===== config.mk =====
export PLATFORM = sky130hd
export DESIGN_NAME = ft245_sync_responder_flat
export DESIGN_NICKNAME = d
export VERILOG_FILES = /design/src/rtl/ft245_sync_responder_if.sv /design/src/rtl/ft245_sync_responder.sv /design/src/flat_wrapper.sv
export SDC_FILE = /design/constraint.sdc
export NUM_CORES = 2
export LEC_CHECK = 0
export ABC_CLOCK_PERIOD_IN_PS = 4000
export CORE_MARGIN = 3
export CORE_UTILIZATION = 55
export CTS_CLUSTER_DIAMETER = 100
export CTS_CLUSTER_SIZE = 20
export DETAILED_ROUTE_END_ITERATION = 16
export PLACE_DENSITY = 0.75
export RECOVER_POWER = 25
export REMOVE_ABC_BUFFERS = 1
export SYNTH_ARGS = -nofsm -noshare
export SYNTH_HDL_FRONTEND = slang
export SYNTH_SLANG_ARGS = --single-unit

===== constraint.sdc =====
create_clock -name usb_clk_60m -period 4 [get_ports usb_clk_60m]
set_input_delay 0.8 -clock usb_clk_60m [delete_from_list [all_inputs] [get_ports usb_clk_60m]]
set_output_delay 0.8 -clock usb_clk_60m [all_outputs]
set_load 0.02 [all_outputs]

===== src/rtl/ft245_sync_responder_if.sv =====
// Bus and host-side signal bundle for the FT245 synchronous responder.
// The slave modport is the responder; master is the controller/host side.
interface ft245_sync_responder_if;
    logic       usb_rxf_n;
    logic       usb_txe_n;
    logic       usb_oe_n;
    logic       usb_rd_n;
    logic       usb_wr_n;
    logic [7:0] usb_data_i;
    logic [7:0] usb_data_o;
    logic       usb_data_oe;
    logic       usb_siwu_n;
    logic       host_wr_en;
    logic [7:0] host_wr_data;
    logic       host_full;
    logic       host_rd_en;
    logic [7:0] host_rd_data;
    logic       host_rd_valid;
    logic       host_empty;
    logic       tx_flush;
    logic [2:0] err_flags;

    modport slave (
        output usb_rxf_n, usb_txe_n, usb_data_o, usb_data_oe,
        output host_full, host_rd_data, host_rd_valid, host_empty,
        output tx_flush, err_flags,
        input  usb_oe_n, usb_rd_n, usb_wr_n, usb_data_i, usb_siwu_n,
        input  host_wr_en, host_wr_data, host_rd_en
    );

    modport master (
        input  usb_rxf_n, usb_txe_n, usb_data_o, usb_data_oe,
        input  host_full, host_rd_data, host_rd_valid, host_empty,
        input  tx_flush, err_flags,
        output usb_oe_n, usb_rd_n, usb_wr_n, usb_data_i, usb_siwu_n,
        output host_wr_en, host_wr_data, host_rd_en
    );
endinterface


===== src/rtl/ft245_sync_responder.sv =====
// Device-side FT245 synchronous FIFO responder: RX buffer feeds the bus,
// TX buffer captures bus writes, host side pushes/pops the other ends.
module ft245_sync_responder #(
    parameter int unsigned DEPTH = 128
) (
    input logic                   usb_clk_60m,
    input logic                   sys_rst,
    ft245_sync_responder_if.slave bus
);
    localparam int unsigned AW = $clog2(DEPTH);
    localparam int unsigned CW = AW + 1;

    logic [7:0]    rx_mem [DEPTH];
    logic [7:0]    tx_mem [DEPTH];
    logic [AW-1:0] rx_wr_ptr, rx_rd_ptr, tx_wr_ptr, tx_rd_ptr;
    logic [CW-1:0] rx_count, tx_count;
    logic [CW-1:0] rx_count_next, tx_count_next;
    logic [AW-1:0] rx_rd_ptr_next;
    logic [7:0]    rx_head_next;
    logic          rx_push, rx_pop, tx_push, tx_pop;
    logic [2:0]    err_set;
    logic          siwu_q;

    assign bus.host_full  = (rx_count == CW'(DEPTH));
    assign bus.host_empty = (tx_count == '0);

    // Accept conditions, next counts and the byte that will sit at the RX head.
    always_comb begin
        rx_push        = bus.host_wr_en && !bus.host_full;
        rx_pop         = !bus.usb_oe_n && !bus.usb_rd_n && !bus.usb_rxf_n;
        tx_push        = !bus.usb_wr_n && !bus.usb_txe_n && bus.usb_oe_n;
        tx_pop         = bus.host_rd_en && !bus.host_empty;
        rx_count_next  = rx_count + CW'(rx_push) - CW'(rx_pop);
        tx_count_next  = tx_count + CW'(tx_push) - CW'(tx_pop);
        rx_rd_ptr_next = rx_rd_ptr + AW'(rx_pop);
        err_set        = {!bus.usb_wr_n && !bus.usb_oe_n,
                          !bus.usb_wr_n && bus.usb_txe_n,
                          !bus.usb_rd_n && bus.usb_rxf_n};
        rx_head_next   = 8'h00;
        if (rx_count_next != '0) begin
            // When the buffer drains to nothing this edge, the pushed byte becomes head.
            if (rx_push && (rx_count == CW'(rx_pop)))
                rx_head_next = bus.host_wr_data;
            else
                rx_head_next = rx_mem[rx_rd_ptr_next];
        end
    end

    always_ff @(posedge usb_clk_60m) begin
        if (rx_push) rx_mem[rx_wr_ptr] <= bus.host_wr_data;
        if (tx_push) tx_mem[tx_wr_ptr] <= bus.usb_data_i;
    end

    always_ff @(posedge usb_clk_60m or posedge sys_rst) begin
        if (sys_rst) begin
            rx_wr_ptr         <= '0;
            rx_rd_ptr         <= '0;
            tx_wr_ptr         <= '0;
            tx_rd_ptr         <= '0;
            rx_count          <= '0;
            tx_count          <= '0;
            bus.usb_rxf_n     <= 1'b1;
            bus.usb_txe_n     <= 1'b1;
            bus.usb_data_o    <= 8'h00;
            bus.usb_data_oe   <= 1'b0;
            bus.host_rd_data  <= 8'h00;
            bus.host_rd_valid <= 1'b0;
            bus.tx_flush      <= 1'b0;
            bus.err_flags     <= 3'b000;
            siwu_q            <= 1'b1;
        end else begin
            rx_wr_ptr         <= rx_wr_ptr + AW'(rx_push);
            rx_rd_ptr         <= rx_rd_ptr_next;
            tx_wr_ptr         <= tx_wr_ptr + AW'(tx_push);
            tx_rd_ptr         <= tx_rd_ptr + AW'(tx_pop);
            rx_count          <= rx_count_next;
            tx_count          <= tx_count_next;
            bus.usb_rxf_n     <= (rx_count_next == '0);
            bus.usb_txe_n     <= (tx_count_next == CW'(DEPTH));
            bus.usb_data_o    <= rx_head_next;
            bus.usb_data_oe   <= ~bus.usb_oe_n;
            if (tx_pop) bus.host_rd_data <= tx_mem[tx_rd_ptr];
            bus.host_rd_valid <= tx_pop;
            siwu_q            <= bus.usb_siwu_n;
            bus.tx_flush      <= siwu_q && !bus.usb_siwu_n;
            bus.err_flags     <= bus.err_flags | err_set;
        end
    end
endmodule


===== src/flat_wrapper.sv =====
// flat-port wrapper written by rule: the top's interface ports become plain ports
module ft245_sync_responder_flat 
#(
    parameter int unsigned DEPTH = 128
)
  (usb_clk_60m, sys_rst, bus_usb_rxf_n, bus_usb_txe_n, bus_usb_data_o, bus_usb_data_oe, bus_host_full, bus_host_rd_data, bus_host_rd_valid, bus_host_empty, bus_tx_flush, bus_err_flags, bus_usb_oe_n, bus_usb_rd_n, bus_usb_wr_n, bus_usb_data_i, bus_usb_siwu_n, bus_host_wr_en, bus_host_wr_data, bus_host_rd_en);
  ft245_sync_responder_if bus_i ();
  input logic usb_clk_60m;
  input logic sys_rst;
  output wire logic [$bits(bus_i.usb_rxf_n)-1:0] bus_usb_rxf_n;
  output wire logic [$bits(bus_i.usb_txe_n)-1:0] bus_usb_txe_n;
  output wire logic [$bits(bus_i.usb_data_o)-1:0] bus_usb_data_o;
  output wire logic [$bits(bus_i.usb_data_oe)-1:0] bus_usb_data_oe;
  output wire logic [$bits(bus_i.host_full)-1:0] bus_host_full;
  output wire logic [$bits(bus_i.host_rd_data)-1:0] bus_host_rd_data;
  output wire logic [$bits(bus_i.host_rd_valid)-1:0] bus_host_rd_valid;
  output wire logic [$bits(bus_i.host_empty)-1:0] bus_host_empty;
  output wire logic [$bits(bus_i.tx_flush)-1:0] bus_tx_flush;
  output wire logic [$bits(bus_i.err_flags)-1:0] bus_err_flags;
  input wire logic [$bits(bus_i.usb_oe_n)-1:0] bus_usb_oe_n;
  input wire logic [$bits(bus_i.usb_rd_n)-1:0] bus_usb_rd_n;
  input wire logic [$bits(bus_i.usb_wr_n)-1:0] bus_usb_wr_n;
  input wire logic [$bits(bus_i.usb_data_i)-1:0] bus_usb_data_i;
  input wire logic [$bits(bus_i.usb_siwu_n)-1:0] bus_usb_siwu_n;
  input wire logic [$bits(bus_i.host_wr_en)-1:0] bus_host_wr_en;
  input wire logic [$bits(bus_i.host_wr_data)-1:0] bus_host_wr_data;
  input wire logic [$bits(bus_i.host_rd_en)-1:0] bus_host_rd_en;
  assign bus_usb_rxf_n = bus_i.usb_rxf_n;
  assign bus_usb_txe_n = bus_i.usb_txe_n;
  assign bus_usb_data_o = bus_i.usb_data_o;
  assign bus_usb_data_oe = bus_i.usb_data_oe;
  assign bus_host_full = bus_i.host_full;
  assign bus_host_rd_data = bus_i.host_rd_data;
  assign bus_host_rd_valid = bus_i.host_rd_valid;
  assign bus_host_empty = bus_i.host_empty;
  assign bus_tx_flush = bus_i.tx_flush;
  assign bus_err_flags = bus_i.err_flags;
  assign bus_i.usb_oe_n = bus_usb_oe_n;
  assign bus_i.usb_rd_n = bus_usb_rd_n;
  assign bus_i.usb_wr_n = bus_usb_wr_n;
  assign bus_i.usb_data_i = bus_usb_data_i;
  assign bus_i.usb_siwu_n = bus_usb_siwu_n;
  assign bus_i.host_wr_en = bus_host_wr_en;
  assign bus_i.host_wr_data = bus_host_wr_data;
  assign bus_i.host_rd_en = bus_host_rd_en;
  ft245_sync_responder #(.DEPTH(DEPTH)) u_core (.usb_clk_60m(usb_clk_60m), .sys_rst(sys_rst), .bus(bus_i));
endmodule

### After elaboration in Yosys (flattened, before gate mapping)

Memories as Yosys holds them, arrays and structs flattened. A register that Yosys moved wholly into a read port is not among the register bits.
Cells that the tools add are included.

* flip-flop bits (word level): 61
* bits in latches: 0
* RAM bits: 2048
* memory bits (read-only): 0
* input port bits: 24
* output and inout bits: 26
* logic and storage cells: 57
* memories: 2

Memory list
* u_core.rx_mem: depth 128, bits a word 8, read ports 1, clocked after memory_dff 0, write ports 1, line ft245_sync_responder.sv:13 `logic [7:0] rx_mem [DEPTH];`
* u_core.tx_mem: depth 128, bits a word 8, read ports 1, clocked after memory_dff 1, write ports 1, line ft245_sync_responder.sv:14 `logic [7:0] tx_mem [DEPTH];`

* add/subtract/negate cells: 8
* multipliers: 0
* div/mod/pow operators: 0
* $lt $le $gt $ge: 0
* eq/ne operators: 3
* shift-type cells: 0
* multiplexer cells: 6
* bitwise logic cells: 2
* reductions and logical operators: 22

Operators with widths (count)
* $add A7 B1 Y7: 4
* $add A8 B1 Y8: 2
* $eq A8 B8 Y1 const B: 2
* $logic_not A8 Y1: 2
* $mux W8: 2
* $sub A8 B1 Y8: 2
* $logic_and A1 B1 Y1: 11
* $eq A8 B1 Y1: 1
* $logic_not A1 Y1: 8
* $reduce_bool A8 Y1: 1
* $mux W1: 4
* $or A3 B3 Y3: 1
* $not A1 Y1: 1

### Longest topological paths before layout

* depth in word-level cells: 7
* depth in mapped cells: 17

### Least setup slack after synthesis

OpenSTA, ideal clock, no wires.

* kind: reg2reg
* from: register u_core.rx_count[4]
* to: register u_core.bus.usb_data_o[0]
* setup time: 0.122 ns
* data arrival time: 3.579 ns
* slack: 0.299 ns
* stages on the path, launching flop included: 18
* path buffers: 2
* cells stage by stage: dfrtp_1 > inv_1 > ha_1 > nand3_1 > nor3b_1 > nor2b_1 > clkbuf_1 > ha_1 > inv_1 > fa_1 > nor2b_1 > or3_1 > a31oi_1 > o21bai_1 > xor2_1 > or4bb_1 > clkbuf_1 > o2111a_1

* word-level cells in the longest chain between the ends: 7
* elaborated cells between the ends (all ways): 10
* those cells by class: add/sub (2); eq/ne (2); mux (2); reduce/logical (4)

Ends and longest elaborated chain
* start, declared: line ft245_sync_responder.sv:16 `logic [CW-1:0] rx_count, tx_count;`
* start signal, assigned: line ft245_sync_responder.sv:76 `rx_count <= rx_count_next;`
* $eq A8 B8 Y1: line ft245_sync_responder.sv:24 `assign bus.host_full = (rx_count == CW'(DEPTH));`
* net bus_host_full: line flat_wrapper.sv:14 `output wire logic [$bits(bus_i.host_full)-1:0] bus_host_full;`
* $logic_not A1 Y1: line ft245_sync_responder.sv:29 `rx_push = bus.host_wr_en && !bus.host_full;`
* $logic_and A1 B1 Y1: line ft245_sync_responder.sv:29
* $add A8 B1 Y8: line ft245_sync_responder.sv:33 `rx_count_next = rx_count + CW'(rx_push) - CW'(rx_pop);`
* $sub A8 B1 Y8: line ft245_sync_responder.sv:33
* net u_core.rx_count_next[6]: line ft245_sync_responder.sv:17 `logic [CW-1:0] rx_count_next, tx_count_next;`
* $reduce_bool A8 Y1: line ft245_sync_responder.sv:40 `if (rx_count_next != '0) begin`
* $mux W8: line ft245_sync_responder.sv:40
* net u_core.rx_head_next[0]: line ft245_sync_responder.sv:19 `logic [7:0] rx_head_next;`
* end signal, assigned: line ft245_sync_responder.sv:80 `bus.usb_data_o <= rx_head_next;`
* end, declared: line ft245_sync_responder_if.sv:24 `output usb_rxf_n, usb_txe_n, usb_data_o, usb_data_oe,`

The timed path passes the listed nets, and every way through them passes these cells.

### Final worst setup path

* from: input bus_usb_oe_n
* to: register u_core.bus.usb_data_o[2]

* word-level cells in the longest chain between the ends: 7
* elaborated cells between the ends (all ways): 11
* those cells by class: add/sub (2); eq/ne (1); mux (2); reduce/logical (5); memory (1)

Ends and longest elaborated chain
* start, declared: line flat_wrapper.sv:20 `input wire logic [$bits(bus_i.usb_oe_n)-1:0] bus_usb_oe_n;`
* $logic_not A1 Y1: line ft245_sync_responder.sv:30 `rx_pop = !bus.usb_oe_n && !bus.usb_rd_n && !bus.usb_rxf_n;`
* $logic_and A1 B1 Y1 (2 in a row): line ft245_sync_responder.sv:30
* $add A7 B1 Y7: line ft245_sync_responder.sv:35 `rx_rd_ptr_next = rx_rd_ptr + AW'(rx_pop);`
* net u_core.rx_rd_ptr_next[5]: line ft245_sync_responder.sv:18 `logic [AW-1:0] rx_rd_ptr_next;`
* $mem_v2 Z128 W8
* $mux W8: line ft245_sync_responder.sv:42 `if (rx_push && (rx_count == CW'(rx_pop)))`
* $mux W8: line ft245_sync_responder.sv:40
* net u_core.rx_head_next[2]: line ft245_sync_responder.sv:19

The timed path passes the listed nets, and every way through them passes these cells.

==> metrics.md <==
| Metric | Value |
|---|---|
| Status | `complete, but fails checks` |
| Violated checks | `capacitance limit, slew limit` |
| CTS Buffer Depth | `3` |
| RR Endpoint | `u_core.bus.usb_txe_n$_DFF_PP1_` |
| Crit path kind | `in -> reg` |
| Die Span Y | `392.8 um` |
| Pre-CTS setup slack | `-0.3128 ns` |
| Worst r2r src | `u_core.tx_count[3]$_DFF_PP0_` |
| Rel. slew slack | `-141.2%` |
| CP delay by family, top | `simple AND/OR/NAND/NOR gates` |
| Crit-path max FO | `7` |
| Starting DRT DRC Count | `~4600` |
| Clock-pin slew on the worst setup and hold paths | `approximately 0.09 ns` |
| Clock Tree Root | `clkbuf_16` |
| Clock sink count | `~2100` |
| Flop2flop setup slack | `about 0.38 ns` |
| WP depth | `14` |
| Clock skew | `roughly 0.068 ns` |
| Layout Cells excl Fill | `6064` |
| Distinct cell type count after synthesis | `58` |
| CP max stage cell | `dlygate4sd3_1` |
| Slew Limit Fails | `approximately 1200` |
| CP Buf/Inv Count | `5` |
| Fraction of layout cells with a size suffix above 1 | `28.52%` |
| Post_cts resized | `0` |
| Site Rows | `approximately 140` |
| Hold Buf Count CTS | `0` |
| Synth area leader | `edfxtp_1` |
| Register area share after synthesis | `approximately three quarters` |
| Multi-input combinational cell area | `approximately 18000 um2` |
| Worst-margin pin slew | `3.618 ns` |
| WL/cell | `about 30 um` |
| Worst Setup EP | `u_core.bus.usb_data_o[2]$_DFF_PP0_` |
| Routed WL | `around 180000 um` |
| Router iterations before antenna repair | `5` |
| Leakage power | `between 0.02 and 0.03 uW` |
| Count leader, synth | `edfxtp_1` |
| Syn Std Cell Area | `roughly 82000 um2` |
| Slowest stage delay, CP | `~0.60 ns` |
| Syn Inst Count | `3662` |
| PortBufs | `49` |
| FF+latch area | `63240 um2` |
| Setup-failing EPs final | `0` |
| Layout net count | `roughly 4000` |
| Power per cell area | `around 630 nW/um2` |
| Yosys warning total | `0` |
| Total gr overflow | `0` |
| Commonest cells in the netlist | `edfxtp_1, mux4_2, nor2_1` |
| Core area | `approximately 150000 um2` |
| Worst min-delay path category | `reg -> reg` |
| Die width | `about 390 um` |
| Main synth FF type | `edfxtp_1` |
| DP Wirelength | `around 110000 um` |
| Vias in the first global route | `about 39000` |
| CP arrival | `between 4 and 5 ns` |
| Number of synthesized register bits | `2117` |
| I/O pins | `50` |
| Starting Density | `55.52%` |
| Diodes inserted | `0` |
| Largest vdd supply drop | `between 0.5 and 0.6 mV` |
| CP Capture Type | `register` |
| Die area | `about 150000 um2` |
| Crit share post-route | `between 90% and 100%` |
| R2r worst-path depth | `17` |
| Critical Path Source Type | `input pin` |
| Setup repair bufs after CTS | `0` |
| Fmax | `between 200 and 300 MHz` |
| Minimum clock period | `3.684 ns` |
| CP Launch Point | `bus_usb_oe_n` |
| Post-synth EDFFs | `between 2000 and 2500` |
| # H-tree levels | `3` |
| Crit path cell chain | `dlygate4sd3_1 -> nor3_1 -> buf_4 -> ha_4 -> nand3_1 -> buf_4 -> o21ai_0 -> and2_1 -> inv_2 -> nor2_1 -> a22oi_1 -> buf_4 -> nand3_1 -> o2111a_1` |
| FILL cells | `9861` |
| Via density | `between 6 and 7` |
| Initial antenna violation count | `1` |
| Routed Antenna Nets | `0` |
| Global-route wire length before repair | `around 270000 um` |
| CTS tree | `built` |
| Syn-to-layout area delta | `10.99%` |
| Final WS setup | `approximately 0.32 ns` |
| Required time of the critical path | `4.70 ns` |
| Drt drc | `0` |
| Synth top area cells | `edfxtp_1, mux4_2, dfrtp_1` |
| RSZ-0062 raised after global routing | `false` |
| Cell mode on critical path | `buf_4` |
| DP Cell Count | `5863` |
| Max-cap viol count | `16` |
| Final hold vios | `0` |
| Routability Congestion | `0.8526` |
| Total power | `about 58000 uW` |
| Largest net degree at the start of global routing | `between 100 and 150` |
| Synth top area share | `between 70 and 80%` |
| Synth Area per Inst | `approximately 22 um2` |
| Routed vias | `38900` |
| Clock Latency Late Sink | `approximately 0.78 ns` |
| All-layer global routing usage | `around a quarter` |
| CTS Buf Count | `about 120` |
| Async SR Flop Fraction | `around 3.3%` |
## per-layer routing
layer	up-vias	routed length [um]	global-route usage, %	share of wire (%)
met5	-	20	0	0.011
met1	20700	69010	33.09	38
met2	1818	91020	39.09	51
met4	2	6336	7.507	3.5
li1	16060	-	-	-
met3	322	13440	3.568	7.5
## power by group
part | switching (uW) | leakage, uW | internal, uW
sequential | 773 | 0.0192 | 24900
clock | 6780 | 0.00159 | 5500
combinational | 9860 | 0.00796 | 10100
## cell usage in the layout (no fill, tap or decap), drive strengths merged, types with 28 or more instances in the layout
cell type         n
dfrtp            66
nand2            76
edfxtp         2048
mux2i            36
clkbuf          208
clkdlybuf4s50    28
buf             413
nand3            41
mux4            616
nor2            275
ha               31
inv              40
## worst min path at each step
stage | slack, ns | startpoint | to | cells after the start
3_5_place_dp | 0.46 | u_core.bus.err_flags[0]$_DFF_PP0_ | u_core.bus.err_flags[0]$_DFF_PP0_ | 1
2_1_floorplan | 0.45 | u_core.rx_rd_ptr[6]$_DFF_PP0_ | u_core.rx_rd_ptr[6]$_DFF_PP0_ | 1
3_3_place_gp | 0.44 | u_core.bus.err_flags[0]$_DFF_PP0_ | u_core.bus.err_flags[0]$_DFF_PP0_ | 1
6_report | 0.47 | u_core.bus.err_flags[0]$_DFF_PP0_ | u_core.bus.err_flags[0]$_DFF_PP0_ | 1
5_1_grt | 0.49 | u_core.bus.err_flags[0]$_DFF_PP0_ | u_core.bus.err_flags[0]$_DFF_PP0_ | 1
4_1_cts | 0.41 | bus_usb_siwu_n | u_core.siwu_q$_DFF_PP1_ | 1
## per-stage QoR
step	area [um2]	TNS, ns	util [%]	hold WS [ns]
final	91320	0	61.62	0.4677
after global routing	91320	0	61.62	0.4884
after CTS	91390	0	61.67	0.4095
after detailed placement	88020	-2.786	59.40	0.4625
after global placement	88020	-1.972	59.40	0.4404
after floorplan	81300	-182.98	-	0.4462
## logic make-up (layout without fill, tap and decap cells)
logic type,count (synthesis),count (layout),synth area share (%)
compound gates,118,118,1.066
xor+xnor,31,31,0.3391
buf+inv,230,702,1.367
simple gates,481,481,2.564
flops,2117,2117,76.85
mux,652,652,17.30
fa+ha+maj,33,33,0.5201
## registers in the layout, summed over array words and instances (netlist names), 8 cells and up
name,cells
u_core.tx_count,8
u_core.bus.usb_data_o,8
u_core.rx_mem,1024
u_core.rx_count,8
u_core.tx_mem,1024
u_core.bus.host_rd_data,8
## layout make-up
class	instances	area share, %
flip-flops and latches	2117	69.25
inverters	38	0.1603
clock inverters	9	0.1959
repair buffers	463	4.589
clock buffers	192	3.491
well taps	1930	2.644
multi-input cells	1315	19.67
Note: power is estimated with default switching activity, not from simulation.
